<file path="src/rtl/relu_quant_pkg.sv">
// Shared definitions for the ReLU/requantisation datapath and the pooling block that will reuse them.
// Default widths, output-range helpers, the lane slice helper and the packed per-beat lane config.
package relu_quant_pkg;

  localparam int LANES_DEF  = 4;
  localparam int IN_W_DEF   = 16;
  localparam int OUT_W_DEF  = 8;
  localparam int SHFT_W_DEF = 4;
  localparam int CNT_W_DEF  = 16;

  function automatic int out_max(input int w);
    return (1 << (w - 1)) - 1;
  endfunction

  function automatic int out_min(input int w);
    return -(1 << (w - 1));
  endfunction

  localparam int OUT_MAX = out_max(OUT_W_DEF);
  localparam int OUT_MIN = out_min(OUT_W_DEF);

  // LSB position of lane i in a packed multi-lane vector
  function automatic int lane_lsb(input int lane, input int w);
    return lane * w;
  endfunction

  typedef struct packed {
    logic                         shft_flag;
    logic [SHFT_W_DEF-1:0]        shft_val;
    logic                         cmp_flag;
    logic signed [OUT_W_DEF-1:0]  cmp_val;
  } lane_cfg_t;

endpackage

</file>
<file path="src/rtl/relu_quant_lane.sv">
// Single-lane combinational datapath: stage 1 (ReLU + shift) and stage 2 (clip + saturate + event).
// Build option: RELU_QUANT_ROUND_EN selects round-half-up shifting instead of truncation.
module relu_quant_lane
  import relu_quant_pkg::*;
#(
  parameter int IN_W   = IN_W_DEF,
  parameter int OUT_W  = OUT_W_DEF,
  parameter int SHFT_W = SHFT_W_DEF
) (
  input  logic signed [IN_W-1:0]   x,
  input  logic                     shft_flag,
  input  logic        [SHFT_W-1:0] shft_val,
  output logic        [IN_W-1:0]   s,
  input  logic        [IN_W-1:0]   s_q,
  input  logic                     cmp_flag,
  input  logic signed [OUT_W-1:0]  cmp_val,
  output logic signed [OUT_W-1:0]  y,
  output logic                     evt
);

  localparam logic [IN_W-1:0] OUT_MAX_EXT = IN_W'(out_max(OUT_W));

  logic [IN_W-1:0] r;
  logic [IN_W-1:0] cmp_ext;
  logic [IN_W-1:0] y_w;
  logic            clip;
  logic            sat;

  always_comb r = x[IN_W-1] ? '0 : x;

`ifdef RELU_QUANT_ROUND_EN
  logic [IN_W:0] rnd_bit;
  logic [IN_W:0] rnd_sum;

  // One extra bit keeps the rounding carry; the result is always narrower after the shift
  always_comb begin
    rnd_bit = '0;
    rnd_sum = '0;
    s       = r;
    if (shft_flag) begin
      if (shft_val != '0) begin
        rnd_bit = (IN_W+1)'(1) << (shft_val - 1'b1);
        rnd_sum = {1'b0, r} + rnd_bit;
        s       = IN_W'(rnd_sum >> shft_val);
      end
    end
  end
`else
  always_comb s = shft_flag ? (r >> shft_val) : r;
`endif

  // s_q is never negative, so comparisons are done unsigned at IN_W
  always_comb begin
    cmp_ext = IN_W'(unsigned'(cmp_val));
    y_w     = s_q;
    clip    = 1'b0;
    sat     = 1'b0;
    if (cmp_flag) begin
      if (!cmp_val[OUT_W-1]) begin
        if (s_q > cmp_ext) begin
          y_w  = cmp_ext;
          clip = 1'b1;
        end
      end else begin
        y_w  = '0;
        clip = (s_q != '0);
      end
    end
    if (y_w > OUT_MAX_EXT) begin
      y_w = OUT_MAX_EXT;
      sat = 1'b1;
    end
    y   = y_w[OUT_W-1:0];
    evt = clip | sat;
  end

endmodule

</file>
<file path="src/rtl/relu_quant_pipe.sv">
// Multi-lane ReLU -> shift -> clip -> saturate unit, 2-stage valid/ready pipeline with saturation counter.
// Build option: RELU_QUANT_ROUND_EN (rounding shift inside relu_quant_lane).
module relu_quant_pipe
  import relu_quant_pkg::*;
#(
  parameter int LANES  = LANES_DEF,
  parameter int IN_W   = IN_W_DEF,
  parameter int OUT_W  = OUT_W_DEF,
  parameter int SHFT_W = SHFT_W_DEF,
  parameter int CNT_W  = CNT_W_DEF
) (
  input  logic                     clk,
  input  logic                     rst_n,
  input  logic                     in_valid,
  output logic                     in_ready,
  input  logic [LANES*IN_W-1:0]    in_data,
  input  logic                     shft_flag,
  input  logic [SHFT_W-1:0]        shft_val,
  input  logic                     cmp_flag,
  input  logic signed [OUT_W-1:0]  cmp_val,
  output logic                     out_valid,
  input  logic                     out_ready,
  output logic [LANES*OUT_W-1:0]   out_data,
  input  logic                     sat_clr,
  output logic [CNT_W-1:0]         sat_cnt
);

  localparam int EVT_W = $clog2(LANES + 1);

  logic                     s1_valid;
  logic                     s2_valid;
  logic                     s1_advance;
  logic [LANES*IN_W-1:0]    s1_s;
  logic                     s1_cmp_flag;
  logic signed [OUT_W-1:0]  s1_cmp_val;

  logic [LANES*IN_W-1:0]    s_nxt;
  logic [LANES*OUT_W-1:0]   y_nxt;
  logic [LANES-1:0]         evt;
  logic [EVT_W-1:0]         n_evt;
  logic [CNT_W:0]           cnt_sum;

  assign s1_advance = ~s2_valid | out_ready;
  assign in_ready   = ~s1_valid | s1_advance;
  assign out_valid  = s2_valid;

  for (genvar i = 0; i < LANES; i++) begin : g_lane
    relu_quant_lane #(
      .IN_W   (IN_W),
      .OUT_W  (OUT_W),
      .SHFT_W (SHFT_W)
    ) u_lane (
      .x         (in_data[lane_lsb(i, IN_W) +: IN_W]),
      .shft_flag (shft_flag),
      .shft_val  (shft_val),
      .s         (s_nxt[lane_lsb(i, IN_W) +: IN_W]),
      .s_q       (s1_s[lane_lsb(i, IN_W) +: IN_W]),
      .cmp_flag  (s1_cmp_flag),
      .cmp_val   (s1_cmp_val),
      .y         (y_nxt[lane_lsb(i, OUT_W) +: OUT_W]),
      .evt       (evt[i])
    );
  end

  always_comb begin
    n_evt = '0;
    for (int i = 0; i < LANES; i++) begin
      n_evt = n_evt + EVT_W'(evt[i]);
    end
    cnt_sum = {1'b0, sat_cnt} + (CNT_W+1)'(n_evt);
  end

  always_ff @(posedge clk or negedge rst_n) begin
    if (!rst_n) begin
      s1_valid    <= 1'b0;
      s1_s        <= '0;
      s1_cmp_flag <= 1'b0;
      s1_cmp_val  <= '0;
    end else if (in_ready) begin
      s1_valid <= in_valid;
      if (in_valid) begin
        s1_s        <= s_nxt;
        s1_cmp_flag <= cmp_flag;
        s1_cmp_val  <= cmp_val;
      end
    end
  end

  // out_data only moves on a stage-2 load, which keeps it stable through a stall
  always_ff @(posedge clk or negedge rst_n) begin
    if (!rst_n) begin
      s2_valid <= 1'b0;
      out_data <= '0;
    end else if (s1_advance) begin
      s2_valid <= s1_valid;
      if (s1_valid) begin
        out_data <= y_nxt;
      end
    end
  end

  always_ff @(posedge clk or negedge rst_n) begin
    if (!rst_n) begin
      sat_cnt <= '0;
    end else if (sat_clr) begin
      sat_cnt <= '0;
    end else if (s1_advance && s1_valid) begin
      sat_cnt <= cnt_sum[CNT_W] ? '1 : cnt_sum[CNT_W-1:0];
    end
  end

endmodule

</file>
<file path="config.mk">
export PLATFORM = sky130hd
export DESIGN_NAME = relu_quant_pipe
export DESIGN_NICKNAME = d
export VERILOG_FILES = /design/src/rtl/relu_quant_pkg.sv /design/src/rtl/relu_quant_lane.sv /design/src/rtl/relu_quant_pipe.sv
export SDC_FILE = /design/constraint.sdc
export NUM_CORES = 1
export LEC_CHECK = 0
export BUFFER_PORTS_ARGS = -buffer_cell sky130_fd_sc_hd__buf_4
export CAP_MARGIN = 30
export CORE_MARGIN = 2
export CORE_UTILIZATION = 60
export DETAILED_ROUTE_END_ITERATION = 6
export GPL_ROUTABILITY_DRIVEN = 0
export GPL_TIMING_DRIVEN = 0
export PLACE_DENSITY = 0.95
export SYNTH_ARGS = -nofsm -noshare
export SYNTH_HDL_FRONTEND = slang
export SYNTH_HIERARCHICAL = 1
export SYNTH_SLANG_ARGS = --single-unit
</file>
<file path="constraint.sdc">
create_clock -name clk -period 6.5 [get_ports clk]
set_clock_uncertainty 0.15 [all_clocks]
set_input_delay 0.65 -clock clk [delete_from_list [all_inputs] [get_ports clk]]
set_output_delay 0.65 -clock clk [all_outputs]
set_load 0.01 [all_outputs]
</file>
Yosys cells after proc, flatten, opt, wreduce, memory -nomap -nowiden --
Index checks and enable logic that the tools add are counted.
Storage, ports and cells: bits in registers 123, input port bits 83, output and inout bits 50
Operators by class: add/sub/neg operators 4, $lt $le $gt $ge 8, shifts and indexed selects 4, muxes and demuxes 43, bitwise operators 8, reduce and logical (&&, ||, !) cells 8
Operators with widths (number):
- 16-bit two-way mux | 19
- 16-bit by 7-bit > comparator with 1-bit output (second input constant) | 4
- 16-bit by 8-bit > comparator with 1-bit output | 4
- 16-bit nonzero test | 4
- 16-bit by 4-bit >> shifter with 16-bit output | 4
- 15-bit two-way mux | 4
- 8-bit two-way mux | 4
- 16-bit by 3-bit adder with 17-bit output | 1
- 1-bit two-way mux | 16
- 1-bit OR | 6
- 2-bit AND reduction | 2
- 2-bit by 1-bit adder with 3-bit output | 1
- 3-bit by 1-bit adder with 3-bit output | 1
- 1-bit by 1-bit adder with 2-bit output | 1
- 1-bit inverter | 2
- 2-bit nonzero test | 1
- 1-bit logical AND | 1

Depth between registers and ports, before layout --
Gate-level depths: netlist of run 1.
depth after elaboration 14, gate-level depth with buffers 19, mapped depth without buffers 17

Hierarchy --
The synthesis of run 1 kept the hierarchy.
Modules (own cells, without submodules):
- relu_quant_lane | instances 4, cells an instance 193, area an instance 1262.5 µm², seq. area each 0.0 µm²
- relu_quant_pipe | instances 1, cells an instance 399, area an instance 4903.5 µm², seq. area each 3078.0 µm²

Worst setup path after synthesis of run 1 --
Ideal clock, no wire load.
path kind flip-flop to flip-flop, from register s1_cmp_val[7], to register sat_cnt[3], setup time 96 ps, arrival time 4492 ps, path slack 1762 ps, stages on the path, launching flop included 19, path buffers 2, period minus slack after synthesis 4738 ps, cells stage by stage dfrtp_1 inv_1 ha_1 and4_1 o31ai_2 o21ai_1 a31o_1 fa_1 inv_1 fa_1 inv_1 fa_1 nand3_1 or2_1 buf_2 or3_1 buf_6 and3_4 nor4_2
Between the ends: cells in the longest elaborated chain, start to end 14, elaborated cells on any way between the ends 47, those cells by class add/sub: 4; order compare: 8; mux: 31; bitwise: 4
Ends and longest elaborated chain:
- start: declaration | line relu_quant_pipe.sv:35 | logic signed [OUT_W-1:0] s1_cmp_val;
- start signal: assignment | line relu_quant_pipe.sv:84 | s1_cmp_val <= cmp_val;
- 16-bit by 8-bit > comparator with 1-bit output | line relu_quant_lane.sv:60 | if (s_q > cmp_ext) begin
- 16-bit two-way mux | line relu_quant_lane.sv:60
- 16-bit two-way mux | line relu_quant_lane.sv:59 | if (!cmp_val[OUT_W-1]) begin
- 16-bit two-way mux | line relu_quant_lane.sv:58 | if (cmp_flag) begin
- 16-bit by 7-bit > comparator with 1-bit output | line relu_quant_lane.sv:69 | if (y_w > OUT_MAX_EXT) begin
- 1-bit two-way mux | line relu_quant_lane.sv:69
- 1-bit OR * | line relu_quant_lane.sv:74 | evt = clip | sat;
- net evt[0] | line relu_quant_pipe.sv:39 | logic [LANES-1:0] evt;
- 1-bit by 1-bit adder with 2-bit output * | line relu_quant_pipe.sv:68 | n_evt = n_evt + EVT_W'(evt[i]);
- 2-bit by 1-bit adder with 3-bit output * | line relu_quant_pipe.sv:68
- 3-bit by 1-bit adder with 3-bit output * | line relu_quant_pipe.sv:68
- 16-bit by 3-bit adder with 17-bit output * | line relu_quant_pipe.sv:70 | cnt_sum = {1'b0, sat_cnt} + (CNT_W+1)'(n_evt);
- 16-bit two-way mux * | line relu_quant_pipe.sv:108 | sat_cnt <= cnt_sum[CNT_W] ? '1 : cnt_sum[CNT_W-1:0];
- 16-bit two-way mux * | line relu_quant_pipe.sv:107 | end else if (s1_advance && s1_valid) begin
- 16-bit two-way mux * | line relu_quant_pipe.sv:105 | end else if (sat_clr) begin
- end signal: assignment | line relu_quant_pipe.sv:108
- end: declaration | line relu_quant_pipe.sv:25 | output logic [CNT_W-1:0] sat_cnt
Mark *: on every way through the listed nets, which the timed path passes. The rest lies on a longest branch. The select of a mux whose other input is x is not followed. A chain may end at the register's enable or synchronous reset.

Worst setup path in the final report of run 1 --
Same ends and word-level chain as after synthesis.

==> key figures, run 1 <==
Route
  – Routed len/inst: 20.3 um
  – Antenna Violating Nets Remaining: 0
  – DR pass1 iterations: 7
  – Post-Route WL: 31.7 mm
  – # DRC: 46
  – Via count: 10600
  – Drt initial violations: 1596
  – Post-DR vias/cell: 6.77

Logic synthesis
  – Netlist cell types: 58
  – Avg Inst Size Synth: 8.50 um2
  – Top_reg_cell synth: dfrtp_1
  – Async S/R FF share, synth: 1.00
  – Yosys top cell area share: 0.309
  – Largest cells by area after synthesis: dfrtp_1, mux2_2, mux2i_1
  – Mapped Area: 9950 um2
  – Register area share after synthesis: 0.309
  – Post-synthesis adder-cell area fraction: 0.0475
  – Xor-xnor portion of the synthesized cell area: 0
  – Post-synth EDFFs: 0
  – Post-synthesis compound-gate area fraction: 0.178
  – Main combinational cell family by area after synthesis: simple AND/OR/NAND/NOR gates
  – Simple-gate area share of the yosys netlist: 0.220
  – Mapped Cells: 1171
  – Mux cell area share after synthesis: 0.185
  – Synth Warn #: 6
  – Yosys reg bits: 123
  – Area leader, netlist: dfrtp_1

Finish
  – Antenna cells: 0
  – Most common cell after layout, fill and taps aside: nand2_1
  – Most frequent cells in the layout: nand2_1, buf_4, dfrtp_1, nor2_1, mux2_2
  – Final nets: 1445
  – Area Overhead vs Synth: 18.9%
  – Fraction of layout cells with a size suffix above 1: 0.224
  – Non-filler cells, final: 1559

Critical path
  – Worst Path Arrival: 5740 ps
  – Worst setup SP type: flop
  – Critical path fanouts, max: 37
  – Worst r2r src: s1_cmp_val[7]$_DFFE_PN0P_
  – Setup crit end kind: flop
  – CP required: 6680 ps
  – Reg2reg setup slack: 940 ps
  – Critical R2R Capture: sat_cnt[3]$_DFFE_PN0P_
  – Reg2Reg Depth: 18
  – CP Class: reg -> reg
  – CP Launch Point: s1_cmp_val[7]$_DFFE_PN0P_

Clock network
  – CTS clock-pin slew for the worst setup and hold paths: 60 ps
  – Postcts setup bufs: 0
  – CTS tree: built
  – Clock buffer depth: 2
  – Gates resized, CTS repair: 0
  – Total CTS buffers: 17
  – CTS root buffer: clkbuf_16
  – Clk Latency, worst-skew pair: 430 ps
  – Hold Buf Count CTS: 0
  – H-Tree Depth: 4
  – Clock Sinks: 123

Pwr
  – Peak supply drop: 0.000229 V
  – P_int: 1910 uW
  – Pwr dens: 250 nW/um2
  – Clock power share: 0.318
  – Flop pwr share: 0.345
  – Leakage power: 0.00545 uW
  – Combinational Power Share: 0.338
  – Net switching power: 1060 uW
  – Sw Share: 0.357

STA
  – Period minus WS final: 5560 ps
  – Slew margin rel.: 0.333
  – Final Hold Fails: 0
  – Least-Margin Pin Slew: 1000 ps
  – Tcrit/Tclk final: 0.856
  – RSZ-0062 raised after global routing: no
  – Final setup margin: 936 ps
  – Fmax achieved: 180 MHz
  – TNS Setup: 0 ps
  – Final Slew Violations: 0
  – Final setup vio count: 0

Die
  – I/O pin count: 133
  – Core outline area: 16400 um2
  – DIE AREA: 17600 um2
  – Starting density of the core: 0.607
  – DIE WIDTH: 133 um
  – Rows: 47
  – Die Height: 133 um

Outcome
  – Failing checks: DRC
  – Run status: finished, violations left

Worst hold path
  – Worst Hold Class: in -> async

Global route
  – GR Util met3: 0.0943
  – Overflow after GRT: 0
  – M1 GR Usage: 0.450
  – Grt met2 use: 0.565
  – Vias in the first global route: 10100
  – GRT Total Usage: 0.359
  – Gr busiest metal: met2
  – Antenna violations before repair: 0
  – First-pass GRT wire length: 50.9 mm
  – Largest net degree at the start of global routing: 65

Place
  – Post-Place Setup Slack: 1050 ps
  – Placed Instances: 1527
  – PortBufs: 131
  – DP HPWL: 22.1 mm

Run
  – Max-cap violations: 0
==> registers in the layout, indices dropped and copies added, names as in the netlist <==
register,cells
s1_s,64
s1_valid,1
s1_cmp_flag,1
s1_cmp_val,8
out_valid,1
sat_cnt,16
out_data,32
==> area by class of cell <==
type                    count  area, um2
multi-input cells         918       6310
fillers                  1130       4570
flip-flops and latches    123       3080
repair buffers            132       1010
clock buffers              21        460
plain buffers              87        405
well taps                 220        275
inverters                  47        176
clock inverters            11        120
==> worst max-delay path by stage <==
stage               cells after the start  slack, ps                      to
floorplan                              18       1760  sat_cnt[3]$_DFFE_PN0P_
global placement                       18       1220  sat_cnt[3]$_DFFE_PN0P_
detailed placement                     18       1050  sat_cnt[3]$_DFFE_PN0P_
CTS                                    18       1030  sat_cnt[3]$_DFFE_PN0P_
global route                           18        680  sat_cnt[3]$_DFFE_PN0P_
finish                                 18        940  sat_cnt[3]$_DFFE_PN0P_
==> synth_stat cells (all sizes together) (5+ instances only) <==
| master | n |
|---|---|
| inv | 47 |
| nand2b | 12 |
| and2 | 9 |
| nor4 | 28 |
| a311oi | 8 |
| dfrtp | 123 |
| o21ai | 56 |
| a211o | 8 |
| mux4 | 8 |
| or2 | 5 |
| ha | 33 |
| mux2i | 70 |
| clkbuf | 55 |
| and4 | 5 |
| o31ai | 16 |
| buf | 32 |
| o21bai | 9 |
| a31o | 8 |
| nand4 | 6 |
| nor3 | 40 |
| nand2 | 164 |
| nor2 | 111 |
| mux2 | 85 |
| a31oi | 14 |
| a22oi | 12 |
| or3 | 29 |
| o211ai | 20 |
| a211oi | 9 |
| nand3 | 33 |
| nor2b | 8 |
| a22o | 8 |
| o221ai | 16 |
| a21oi | 45 |
==> through the flow <==
stage	hold WS (ps)	util	area [um2]	total power, uW
2_1_floorplan	204	-	9970	1600
3_3_place_gp	310	0.684	11200	1920
3_5_place_dp	316	0.686	11300	1980
4_1_cts	68.5	0.722	11800	2930
5_1_grt	93.6	0.722	11800	3100
6_report	44.9	0.722	11800	2960
==> kinds of logic (layout without fill, tap and decap cells) <==
kind of cell | after synthesis | count (layout)
other | 4 | 8
AND/OR/NAND/NOR | 463 | 463
adder cells (fa/ha/maj) | 36 | 36
multiplexers | 163 | 163
flip-flops | 123 | 123
buffers and inverters | 134 | 298
AO/OA/AOI/OAI | 248 | 248
==> power by group through the flow <==
stage,sequential [uW],clock [uW],combinational [uW]
4_1_cts,1010,943,975
3_3_place_gp,1020,0,903
2_1_floorplan,1010,0,598
5_1_grt,1030,981,1090
6_report,1020,942,1000
3_5_place_dp,1020,0,958
==> worst max-delay path, cell delays in order (launching register included) <==
cell and delay [ps]:
dfrtp_1 990, inv_1 290, ha_1 380, and4_1 210, o31ai_2 300, o21ai_1 100
a31o_1 250, fa_1 510, inv_1 60, fa_1 400, inv_1 100, fa_1 240
nand3_1 130, or2_1 220, buf_2 160, or3_1 390, buf_6 150, and3_4 180
nor4_2 250
==> layer usage <==
| layer | wire (um) | part of all wire | vias to the layer above |
|---|---|---|---|
| met5 | 0 | 0 | - |
| met4 | 2140 | 0.067 | 0 |
| met3 | 3750 | 0.12 | 271 |
| met2 | 14100 | 0.44 | 846 |
| met1 | 11700 | 0.37 | 4857 |
| li1 | - | - | 4584 |
Power figures use the tool's default switching activity.
==> inputs of run 2 (changes only) <==
--- a/config.mk
+++ b/config.mk
@@ -12,7 +12,7 @@
 export DETAILED_ROUTE_END_ITERATION = 6
 export GPL_ROUTABILITY_DRIVEN = 0
 export GPL_TIMING_DRIVEN = 0
-export PLACE_DENSITY = 0.95
+export PLACE_DENSITY = 0.83
 export SYNTH_ARGS = -nofsm -noshare
 export SYNTH_HDL_FRONTEND = slang
 export SYNTH_HIERARCHICAL = 1
==> key figures, run 2 (same netlist as run 1, synthesis figures left out) <==
Die
  – I/O pin count: 133
  – DIE WIDTH: 133 um
  – DIE AREA: 17600 um2
  – Die Height: 133 um
  – Starting density of the core: 0.607
  – Rows: 47
  – Core outline area: 16400 um2

Global route
  – Antenna violations before repair: 0
  – Grt met2 use: 0.545
  – Overflow after GRT: 0
  – GR Util met3: 0.0651
  – Gr busiest metal: met2
  – Largest net degree at the start of global routing: 73
  – M1 GR Usage: 0.446
  – GRT Total Usage: 0.337
  – First-pass GRT wire length: 48.1 mm
  – Vias in the first global route: 9686

STA
  – Tcrit/Tclk final: 0.854
  – Period minus WS final: 5550 ps
  – Final setup margin: 949 ps
  – Least-Margin Pin Slew: 931 ps
  – Fmax achieved: 180 MHz
  – Final Hold Fails: 0
  – TNS Setup: 0 ps
  – Slew margin rel.: 0.379
  – Final Slew Violations: 0
  – Final setup vio count: 0
  – RSZ-0062 raised after global routing: no

Route
  – Post-DR vias/cell: 6.44
  – Post-Route WL: 29.3 mm
  – Antenna Violating Nets Remaining: 0
  – Routed len/inst: 18.8 um
  – DR pass1 iterations: 6
  – Via count: 10000
  – Drt initial violations: 893
  – # DRC: 0

Finish
  – Most common cell after layout, fill and taps aside: nand2_1
  – Biggest regs: s1_s (64), out_data (32), sat_cnt (16)
  – Antenna cells: 0
  – Area Overhead vs Synth: 19.4%
  – Max FFs per register: 64
  – Final core utilization: 0.724
  – Final nets: 1445
  – Fraction of layout cells with a size suffix above 1: 0.226
  – Most frequent cells in the layout: nand2_1, buf_4, dfrtp_1, nor2_1, mux2_2
  – Non-filler cells, final: 1559
  – Largest Register: s1_s

Pwr
  – Net switching power: 1030 uW
  – Sw Share: 0.344
  – Clock power share: 0.334
  – Peak supply drop: 0.000206 V
  – Flop pwr share: 0.341
  – P_int: 1960 uW
  – Pwr dens: 252 nW/um2
  – Combinational Power Share: 0.326
  – Leakage power: 0.00546 uW

Clock network
  – CTS root buffer: clkbuf_16
  – Hold Buf Count CTS: 0
  – Clock Sinks: 123
  – Clock buffer depth: 2
  – Postcts setup bufs: 0
  – Clk Latency, worst-skew pair: 430 ps
  – CTS tree: built
  – Gates resized, CTS repair: 0
  – Total CTS buffers: 17
  – H-Tree Depth: 4
  – CTS clock-pin slew for the worst setup and hold paths: 60 ps

Critical path
  – CP required: 6670 ps
  – Worst Path Arrival: 5720 ps
  – Worst setup SP type: flop
  – CP Class: reg -> reg
  – Setup crit end kind: flop
  – Critical path fanouts, max: 37

Place
  – Placed Instances: 1527
  – PortBufs: 131
  – DP HPWL: 21.5 mm
  – Post-Place Setup Slack: 1090 ps

Outcome
  – Run status: finished, final reports clean

Worst hold path
  – Worst Hold Class: in -> async

Run
  – Max-cap violations: 0
## run 2: final cells by class
type                    instances  area (um2)
multi-input cells             918        6310
fillers                      1262        4520
flip-flops and latches        123        3080
repair buffers                132        1010
clock buffers                  17         425
plain buffers                  87         405
well taps                     220         275
clock inverters                15         199
inverters                      47         176
## run 2: critical path, cell delays in order (launching register included)
cell and delay, ps:
dfrtp_1 950, inv_1 280, ha_1 380, and4_1 220, o31ai_2 310, o21ai_1 100
a31o_1 260, fa_1 510, inv_1 50, fa_1 380, inv_1 80, fa_1 230
nand3_1 160, or2_1 250, buf_2 170, or3_1 390, buf_6 160, and3_4 180
nor4_2 250
## run 2: stage by stage
stage / total power [uW] / area, um2 / hold WS, ps
final: 2990 / 11900 / 16.5
after CTS: 2980 / 11900 / 38.2
after global routing: 3150 / 11900 / 61.8
after global placement: 1930 / 11200 / 312
after floorplan: 1600 / 9970 / 204
after detailed placement: 1980 / 11300 / 315
## run 2: worst paths after layout
| path | from | to | slack (ps) | depth (start not counted) |
|---|---|---|---|---|
| max in group asynchronous | rst_n | s1_s[5]$_DFFE_PN0P_ | 5460 | 2 |
| worst max register to register | s1_cmp_val[7]$_DFFE_PN0P_ | sat_cnt[3]$_DFFE_PN0P_ | 950 | 18 |
| worst min-delay path | rst_n | sat_cnt[15]$_DFFE_PN0P_ | 20 | 1 |
| worst max-delay path | s1_cmp_val[7]$_DFFE_PN0P_ | sat_cnt[3]$_DFFE_PN0P_ | 950 | 18 |
| worst min register to register | out_data[15]$_DFFE_PN0P_ | out_data[15]$_DFFE_PN0P_ | 330 | 2 |
| min in group clk | in_valid | s1_valid$_DFFE_PN0N_ | 270 | 2 |
## run 2: power by group through the flow
| stage | logic, uW | registers, uW | clock network, uW |
|---|---|---|---|
| after floorplan | 598 | 1010 | 0 |
| after global placement | 911 | 1020 | 0 |
| after detailed placement | 949 | 1030 | 0 |
| after CTS | 963 | 1020 | 1000 |
| after global routing | 1070 | 1030 | 1040 |
| final | 975 | 1020 | 999 |
## run 2: layer usage
| layer | up-vias | share of wire |
|---|---|---|
| met1 | 4730 | 0.41 |
| met3 | 110 | 0.093 |
| met2 | 608 | 0.47 |
| met5 | - | 0 |
| li1 | 4587 | - |
| met4 | 0 | 0.033 |
